## config.mk

```make
export PLATFORM = sky130hd
export DESIGN_NAME = rv_csr_exec
export DESIGN_NICKNAME = d
export VERILOG_FILES = /design/src/rtl/rv_csr_pkg.sv /design/src/rtl/rv_csr_alu.sv /design/src/rtl/rv_csr_exec.sv
export SDC_FILE = /design/constraint.sdc
export NUM_CORES = 1
export LEC_CHECK = 0
export CAP_MARGIN = 10
export CORE_MARGIN = 2
export CORE_UTILIZATION = 39
export DETAILED_ROUTE_END_ITERATION = 8
export GPL_ROUTABILITY_DRIVEN = 1
export PLACE_DENSITY = 0.77
export SYNTH_ARGS = -nofsm -noshare
export SYNTH_HDL_FRONTEND = slang
export SYNTH_SLANG_ARGS = --single-unit
```

## constraint.sdc

```tcl
create_clock -name clk -period 2.1 [get_ports clk]
set_clock_uncertainty 0.2 [all_clocks]
set_input_delay 0.42 -clock clk [delete_from_list [all_inputs] [get_ports clk]]
set_output_delay 0.42 -clock clk [all_outputs]
set_load 0.05 [all_outputs]
```

## src/rtl/rv_csr_pkg.sv

```systemverilog
// rv_csr_pkg: definitions shared by the Zicsr execution unit.
//   - Zicsr funct3 encodings and the operation field in funct3[1:0]
//   - FSM state encoding for rv_csr_exec
//   - CSR address helper: read-only CSRs have addr[11:10] == 2'b11
package rv_csr_pkg;

  // Full funct3 encodings of the Zicsr instructions
  localparam logic [2:0] CSRRW  = 3'b001;
  localparam logic [2:0] CSRRS  = 3'b010;
  localparam logic [2:0] CSRRC  = 3'b011;
  localparam logic [2:0] CSRRWI = 3'b101;
  localparam logic [2:0] CSRRSI = 3'b110;
  localparam logic [2:0] CSRRCI = 3'b111;

  // Operation field funct3[1:0]; funct3[2] only selects the operand source
  localparam logic [1:0] OP_NONE = 2'b00;
  localparam logic [1:0] OP_RW   = 2'b01;
  localparam logic [1:0] OP_RS   = 2'b10;
  localparam logic [1:0] OP_RC   = 2'b11;

  // FSM state encoding
  localparam logic [1:0] ST_IDLE = 2'd0;
  localparam logic [1:0] ST_RD   = 2'd1;
  localparam logic [1:0] ST_MOD  = 2'd2;
  localparam logic [1:0] ST_RESP = 2'd3;

  // Top two address bits that mark a read-only CSR
  localparam logic [1:0] CSR_RO_PREFIX = 2'b11;

  // True when the CSR whose top two address bits are given is read-only
  function automatic logic csr_is_read_only(input logic [1:0] addr_top);
    return (addr_top == CSR_RO_PREFIX);
  endfunction

endpackage

```

## src/rtl/rv_csr_alu.sv

```systemverilog
// rv_csr_alu: combinational datapath for one Zicsr instruction.
// Ports:
//   funct3    in   Zicsr funct3
//   csr_addr  in   target CSR address (read-only check)
//   old_val   in   current CSR value
//   rs1_val   in   rs1 register value (register forms)
//   zimm      in   5-bit immediate / rs1 index
//   new_val   out  value to write back
//   wr_needed out  instruction writes the CSR
//   illegal   out  reserved funct3 or write to a read-only CSR
module rv_csr_alu
  import rv_csr_pkg::*;
#(
  parameter int DATA_WIDTH = 32,
  parameter int ADDR_WIDTH = 12
) (
  input  logic [2:0]            funct3,
  input  logic [ADDR_WIDTH-1:0] csr_addr,
  input  logic [DATA_WIDTH-1:0] old_val,
  input  logic [DATA_WIDTH-1:0] rs1_val,
  input  logic [4:0]            zimm,
  output logic [DATA_WIDTH-1:0] new_val,
  output logic                  wr_needed,
  output logic                  illegal
);

  logic [DATA_WIDTH-1:0] src;

  // Operand select, new-value computation and legality decision
  always_comb begin
    src       = '0;
    new_val   = '0;
    wr_needed = 1'b0;
    illegal   = 1'b0;

    if (funct3[2]) begin
      src = {{(DATA_WIDTH-5){1'b0}}, zimm};
    end else begin
      src = rs1_val;
    end

    // zimm is also the rs1 index, so "rs1 == x0" and "zimm == 0" are the same test
    case (funct3[1:0])
      OP_RW: begin
        new_val   = src;
        wr_needed = 1'b1;
      end
      OP_RS: begin
        new_val   = old_val | src;
        wr_needed = (zimm != 5'd0);
      end
      OP_RC: begin
        new_val   = old_val & ~src;
        wr_needed = (zimm != 5'd0);
      end
      default: begin
        new_val   = old_val;
        wr_needed = 1'b0;
      end
    endcase

    if (funct3[1:0] == OP_NONE) begin
      illegal = 1'b1;
    end else if (wr_needed && csr_is_read_only(csr_addr[ADDR_WIDTH-1 -: 2])) begin
      illegal = 1'b1;
    end else begin
      illegal = 1'b0;
    end
  end

endmodule

```

## src/rtl/rv_csr_exec.sv

```systemverilog
// rv_csr_exec: executes one Zicsr instruction per request against the CSR
// register file: read old value, compute new value, write back, return old.
// Ports:
//   clk, rst_n                   clock, synchronous active-low reset
//   req_*                        request from issue (valid/ready handshake)
//   csr_addr_out / csr_out       registered read port (data one clk after addr)
//   csr_addr_in / csr_in         write port, strobed by csr_wr and en
//   rsp_*                        response to writeback (valid/ready handshake)
// Sequence: IDLE -> RD -> MOD -> RESP -> IDLE.
module rv_csr_exec
  import rv_csr_pkg::*;
#(
  parameter int DATA_WIDTH = 32,
  parameter int ADDR_WIDTH = 12,
  parameter int TID_WIDTH  = 3
) (
  input  logic                  clk,
  input  logic                  rst_n,
  input  logic                  req_valid,
  output logic                  req_ready,
  input  logic [2:0]            req_funct3,
  input  logic [ADDR_WIDTH-1:0] req_csr_addr,
  input  logic [DATA_WIDTH-1:0] req_rs1_val,
  input  logic [4:0]            req_rs1_idx,
  input  logic [4:0]            req_rd,
  input  logic [TID_WIDTH-1:0]  req_tid,
  output logic [ADDR_WIDTH-1:0] csr_addr_out,
  input  logic [DATA_WIDTH-1:0] csr_out,
  output logic [ADDR_WIDTH-1:0] csr_addr_in,
  output logic [DATA_WIDTH-1:0] csr_in,
  output logic                  csr_wr,
  output logic                  en,
  output logic                  rsp_valid,
  input  logic                  rsp_ready,
  output logic [4:0]            rsp_rd,
  output logic                  rsp_we,
  output logic [DATA_WIDTH-1:0] rsp_data,
  output logic                  rsp_illegal,
  output logic [TID_WIDTH-1:0]  rsp_tid
);

  logic [1:0]            state_q, state_d;
  logic                  req_ready_q, req_ready_d;
  logic [2:0]            funct3_q, funct3_d;
  logic [ADDR_WIDTH-1:0] addr_q, addr_d;
  logic [DATA_WIDTH-1:0] rs1_val_q, rs1_val_d;
  logic [4:0]            rs1_idx_q, rs1_idx_d;
  logic [4:0]            rd_q, rd_d;
  logic [TID_WIDTH-1:0]  tid_q, tid_d;
  logic [ADDR_WIDTH-1:0] csr_addr_out_q, csr_addr_out_d;
  logic                  rsp_valid_q, rsp_valid_d;
  logic [4:0]            rsp_rd_q, rsp_rd_d;
  logic                  rsp_we_q, rsp_we_d;
  logic [DATA_WIDTH-1:0] rsp_data_q, rsp_data_d;
  logic                  rsp_illegal_q, rsp_illegal_d;
  logic [TID_WIDTH-1:0]  rsp_tid_q, rsp_tid_d;

  logic [DATA_WIDTH-1:0] alu_new;
  logic                  alu_wr_needed;
  logic                  alu_illegal;
  logic                  accept;
  logic                  do_write;

  // csr_out is the old value only while in MOD; elsewhere the ALU result is unused
  rv_csr_alu #(
    .DATA_WIDTH (DATA_WIDTH),
    .ADDR_WIDTH (ADDR_WIDTH)
  ) u_alu (
    .funct3    (funct3_q),
    .csr_addr  (addr_q),
    .old_val   (csr_out),
    .rs1_val   (rs1_val_q),
    .zimm      (rs1_idx_q),
    .new_val   (alu_new),
    .wr_needed (alu_wr_needed),
    .illegal   (alu_illegal)
  );

  // Handshake and write-strobe decode; rst_n kills a write pending in MOD
  always_comb begin
    accept   = (state_q == ST_IDLE) && req_ready_q && req_valid;
    do_write = (state_q == ST_MOD) && alu_wr_needed && !alu_illegal && rst_n;
  end

  // Next-state and register update logic
  always_comb begin
    state_d        = state_q;
    funct3_d       = funct3_q;
    addr_d         = addr_q;
    rs1_val_d      = rs1_val_q;
    rs1_idx_d      = rs1_idx_q;
    rd_d           = rd_q;
    tid_d          = tid_q;
    csr_addr_out_d = '0;
    rsp_valid_d    = rsp_valid_q;
    rsp_rd_d       = rsp_rd_q;
    rsp_we_d       = rsp_we_q;
    rsp_data_d     = rsp_data_q;
    rsp_illegal_d  = rsp_illegal_q;
    rsp_tid_d      = rsp_tid_q;

    case (state_q)
      ST_IDLE: begin
        if (accept) begin
          state_d        = ST_RD;
          funct3_d       = req_funct3;
          addr_d         = req_csr_addr;
          rs1_val_d      = req_rs1_val;
          rs1_idx_d      = req_rs1_idx;
          rd_d           = req_rd;
          tid_d          = req_tid;
          // Registered so the read address is presented for the RD cycle only
          csr_addr_out_d = req_csr_addr;
        end else begin
          state_d = ST_IDLE;
        end
      end
      ST_RD: begin
        state_d = ST_MOD;
      end
      ST_MOD: begin
        state_d       = ST_RESP;
        rsp_valid_d   = 1'b1;
        rsp_rd_d      = rd_q;
        rsp_tid_d     = tid_q;
        rsp_illegal_d = alu_illegal;
        rsp_we_d      = !alu_illegal && (rd_q != 5'd0);
        if (alu_illegal) begin
          rsp_data_d = '0;
        end else begin
          rsp_data_d = csr_out;
        end
      end
      ST_RESP: begin
        if (rsp_ready) begin
          state_d       = ST_IDLE;
          rsp_valid_d   = 1'b0;
          rsp_rd_d      = 5'd0;
          rsp_we_d      = 1'b0;
          rsp_data_d    = '0;
          rsp_illegal_d = 1'b0;
          rsp_tid_d     = '0;
        end else begin
          state_d = ST_RESP;
        end
      end
      default: begin
        state_d = ST_IDLE;
      end
    endcase

    req_ready_d = (state_d == ST_IDLE);
  end

  // State and output registers with synchronous active-low reset
  always_ff @(posedge clk) begin
    if (!rst_n) begin
      state_q        <= ST_IDLE;
      req_ready_q    <= 1'b0;
      funct3_q       <= 3'd0;
      addr_q         <= '0;
      rs1_val_q      <= '0;
      rs1_idx_q      <= 5'd0;
      rd_q           <= 5'd0;
      tid_q          <= '0;
      csr_addr_out_q <= '0;
      rsp_valid_q    <= 1'b0;
      rsp_rd_q       <= 5'd0;
      rsp_we_q       <= 1'b0;
      rsp_data_q     <= '0;
      rsp_illegal_q  <= 1'b0;
      rsp_tid_q      <= '0;
    end else begin
      state_q        <= state_d;
      req_ready_q    <= req_ready_d;
      funct3_q       <= funct3_d;
      addr_q         <= addr_d;
      rs1_val_q      <= rs1_val_d;
      rs1_idx_q      <= rs1_idx_d;
      rd_q           <= rd_d;
      tid_q          <= tid_d;
      csr_addr_out_q <= csr_addr_out_d;
      rsp_valid_q    <= rsp_valid_d;
      rsp_rd_q       <= rsp_rd_d;
      rsp_we_q       <= rsp_we_d;
      rsp_data_q     <= rsp_data_d;
      rsp_illegal_q  <= rsp_illegal_d;
      rsp_tid_q      <= rsp_tid_d;
    end
  end

  assign req_ready    = req_ready_q;
  assign csr_addr_out = csr_addr_out_q;
  // The write port depends on csr_out, which only arrives in MOD, so it is
  // decoded from state rather than registered; it is zero outside a write.
  assign csr_wr       = do_write;
  assign en           = do_write;
  assign csr_addr_in  = do_write ? addr_q  : '0;
  assign csr_in       = do_write ? alu_new : '0;
  assign rsp_valid    = rsp_valid_q;
  assign rsp_rd       = rsp_rd_q;
  assign rsp_we       = rsp_we_q;
  assign rsp_data     = rsp_data_q;
  assign rsp_illegal  = rsp_illegal_q;
  assign rsp_tid      = rsp_tid_q;

endmodule
```

==> results.toml <==
[status]
status = "finished with violations"
violations = "setup timing"

[placement]
routabilityCongestion = 0.841
numPortBuffers = 197
hpwl_mm = 12.3
dpl_cell_area_um2 = 8360
dp_cells = 827

[floorplanning]
die_x_um = 115
die_y_um = 115
ioPinCount = 198
core_area_um2 = 12000
row_count = 40
start_util_pct = 39.8
die_area_um2 = 13100

[grt]
antenna_found_initial = 1
grt_pass1_vias = 5153
busiest_layer = "met2"
grt_max_degree = 43
use_met3_pct = 9.32
grtUsageTotal_pct = 27.1
overflow = 0
met1_usage_pct = 31.3
grt_pass1_wl_mm = 27.2
globalRouteMet2Util_pct = 46.6

[clocking]
h-tree-depth = 4
cts.sinks = 118
clockBufferDepth = 2
cts_buffers = 17
clkSlewWorstSetupHoldPaths_ps = 60
cts_tree = "yes"
root_buffer = "clkbuf_16"
clk_latency_ps = 420

[timing]
max-slew-margin-rel_pct = 64.9
slew_viol_final = 0
rsz0062_at_grt = "yes"
worst_slack_ps = -698
tightestPinTransition_ps = 529
min_period_over_period_pct = 133
finalHoldViolations = 0
fin_hold_ws_ps = 260
fin_crit_ps = 2800
setup_viol = 46
max_freq_mhz = 357

[power]
p_leak_uw = 0.00356
p_per_area_nw_per_um2 = 703
design_power_total_uw = 6420
ir_drop_v = 0.000575

[yosys]
synth-seq-cells = 118
async_flop_share_pct = 0
ys_warn_count = 0
synth_nets = 558
yosysUniqueCellTypes = 39
synth_flop_cell = "dfxtp_1"
synth_edf_count = 0
postSynthCellCount = 462
syn-cell-area_um2 = 4760
ys_seq_area_share_pct = 49.6
syn_area_per_cell_um2 = 10.3

[drt]
drtPass1Iterations = 4
ant_nets = 0
avgViaCountPerCell = 5.59
avgRoutedWirePerCell_um = 20.9
via_count = 4845
drt-total-wl_mm = 18.1
drtIter0Drc = 366
drcViolationCount = 0

[setup_path]
worst_path_max_delay_cell = "or4b_4"
worst-r2r-setup-slack_ps = 110
reg2reg_to = "rsp_data[27]"
r2r_start = "funct3_q[1]"
cp_common_cell = "buf_12"
crit_start = "rs1_idx_q[1]"
worstSetupEndpointType = "output pin"
cp.arrival_ps = 2180
cp.required_ps = 1480
rr_worst_depth = 7
path_cells = "or4b_4 -> o2111ai_4 -> buf_12 -> buf_12 -> clkinvlp_4 -> buf_12"
crit_path_max_incr_delay_ps = 560
startpoint_type = "flop"
critPathKind = "reg2out"
path_max_fanout = 6
setup.worst_path.end = "en"

[cells_and_area]
utilization_pct = 76.4
final_cell_area_um2 = 9140
final_cells = 866
syn2layout_area_growth_pct = 91.8
n_antenna_cell = 0
nets = 802
drive_above_1_share_pct = 34.4

[job]
max_cap_violations = 0

[worst_hold_path]
hp-class = "reg2reg"
[layout by cell type, fill, tap and decap left out, types with 3 or more instances in the layout]
cell type | netlist | layout
and2b_1 | 5 | 5
a32o_1 | 33 | 33
a22o_1 | 68 | 68
buf_12 | 0 | 60
clkdlybuf4s50_1 | 0 | 95
nand2_1 | 4 | 4
inv_1 | 12 | 11
clkbuf_16 | 0 | 21
and2_1 | 14 | 13
dlygate4sd2_1 | 0 | 22
dfxtp_1 | 118 | 114
buf_4 | 4 | 86
nor2_1 | 44 | 38
dfxtp_2 | 0 | 4
clkinv_2 | 0 | 6
nor2_4 | 0 | 5
nand2b_1 | 3 | 3
clkinvlp_4 | 0 | 3
a21oi_1 | 34 | 32
clkinv_4 | 0 | 3
nor2b_1 | 26 | 25
a2111oi_4 | 0 | 31
[cells in the mapped netlist (5+ instances only)]
library cell,count,share of area [%]
inv_1,12,0.95
clkbuf_1,12,0.95
and2b_1,5,0.79
nor2_1,44,3.5
nor2b_1,26,3.4
a2111oi_0,29,5.3
a32o_1,33,6.9
and2_1,14,1.8
buf_2,20,2.1
a22o_1,68,12
a21oi_1,34,3.6
buf_6,6,1.4
dfxtp_1,118,50
[how the worst min path moves through the flow]
stage	to	cells after the start	startpoint	slack (ps)
final	rsp_data[25]	1	rsp_data[25]	260
after global routing	rsp_data[18]	1	rsp_data[18]	280
after CTS	rsp_we	1	rsp_we	260
after detailed placement	rsp_we	1	rsp_we	260
after global placement	rsp_data[25]	1	rsp_data[25]	250
after floorplan	rs1_val_q[2]	1	rs1_val_q[2]	250
[routing by layer]
metal / vias to the layer above / routed length (um)
met4: 2 / 347
met3: 32 / 1450
met2: 201 / 9210
met5: - / 13
met1: 2363 / 7080
li1: 2247 / -
[sequential cells by signal, indices dropped and copies added (netlist names)]
signal,cells
state_q,2
funct3_q,3
csr_addr_out,12
rsp_we,1
rsp_illegal,1
req_ready,1
rd_q,5
tid_q,3
rsp_valid,1
rs1_idx_q,5
rs1_val_q,32
addr_q,12
rsp_tid,3
rsp_data,32
rsp_rd,5
[through the flow]
| step | setup slack, ps | TNS, ps |
|---|---|---|
| floorplan | -453 | -10670 |
| global placement | -516 | -24990 |
| detailed placement | -537 | -25440 |
| CTS | -661 | -28580 |
| global route | -760 | -32740 |
| finish | -698 | -29910 |
[layout make-up]
type,instances,area [um^2]
Sequential cell,118,2370
Fill cell,773,2820
Tap cell,147,184
Inverter,12,48.8
Clock buffer,19,453
Multi-Input combinational cell,287,2800
Clock inverter,13,131
Timing Repair Buffer,270,3160
[worst max-delay path: cells and delay by family, from the launching register on]
| family | cells | cell delay [ps] |
|---|---|---|
| flip-flops | 1 | 320 |
| AND/OR/NAND/NOR | 1 | 560 |
| buffers and inverters | 4 | 620 |
| AO/OA/AOI/OAI | 1 | 250 |
[repair_timing]
item / in CTS / in global routing
buffers inserted: 3 / 0
cloned: 2 / 2
pin swaps: 2 / 2
endpoints found under the setup margin: 68 / 46
hold buffers: 0 / 0
gates resized for setup: 31 / 17
[logic make-up after synthesis]
group | after synthesis | share of synthesized area, %
AOI/OAI and AO/OA | 176 | 31.1
DFF | 118 | 49.6
and+or+nand+nor | 106 | 11.8
buffers and inverters | 57 | 6.33
muxes | 5 | 1.16
[where the power goes]
group	switching, uW	leakage, uW	internal [uW]
Sequential	101	0.000958	2360
Clock	1040	0.000288	1800
Combinational	598	0.00232	526
Total	1740	0.00356	4680
Power figures use the tool's default switching activity.
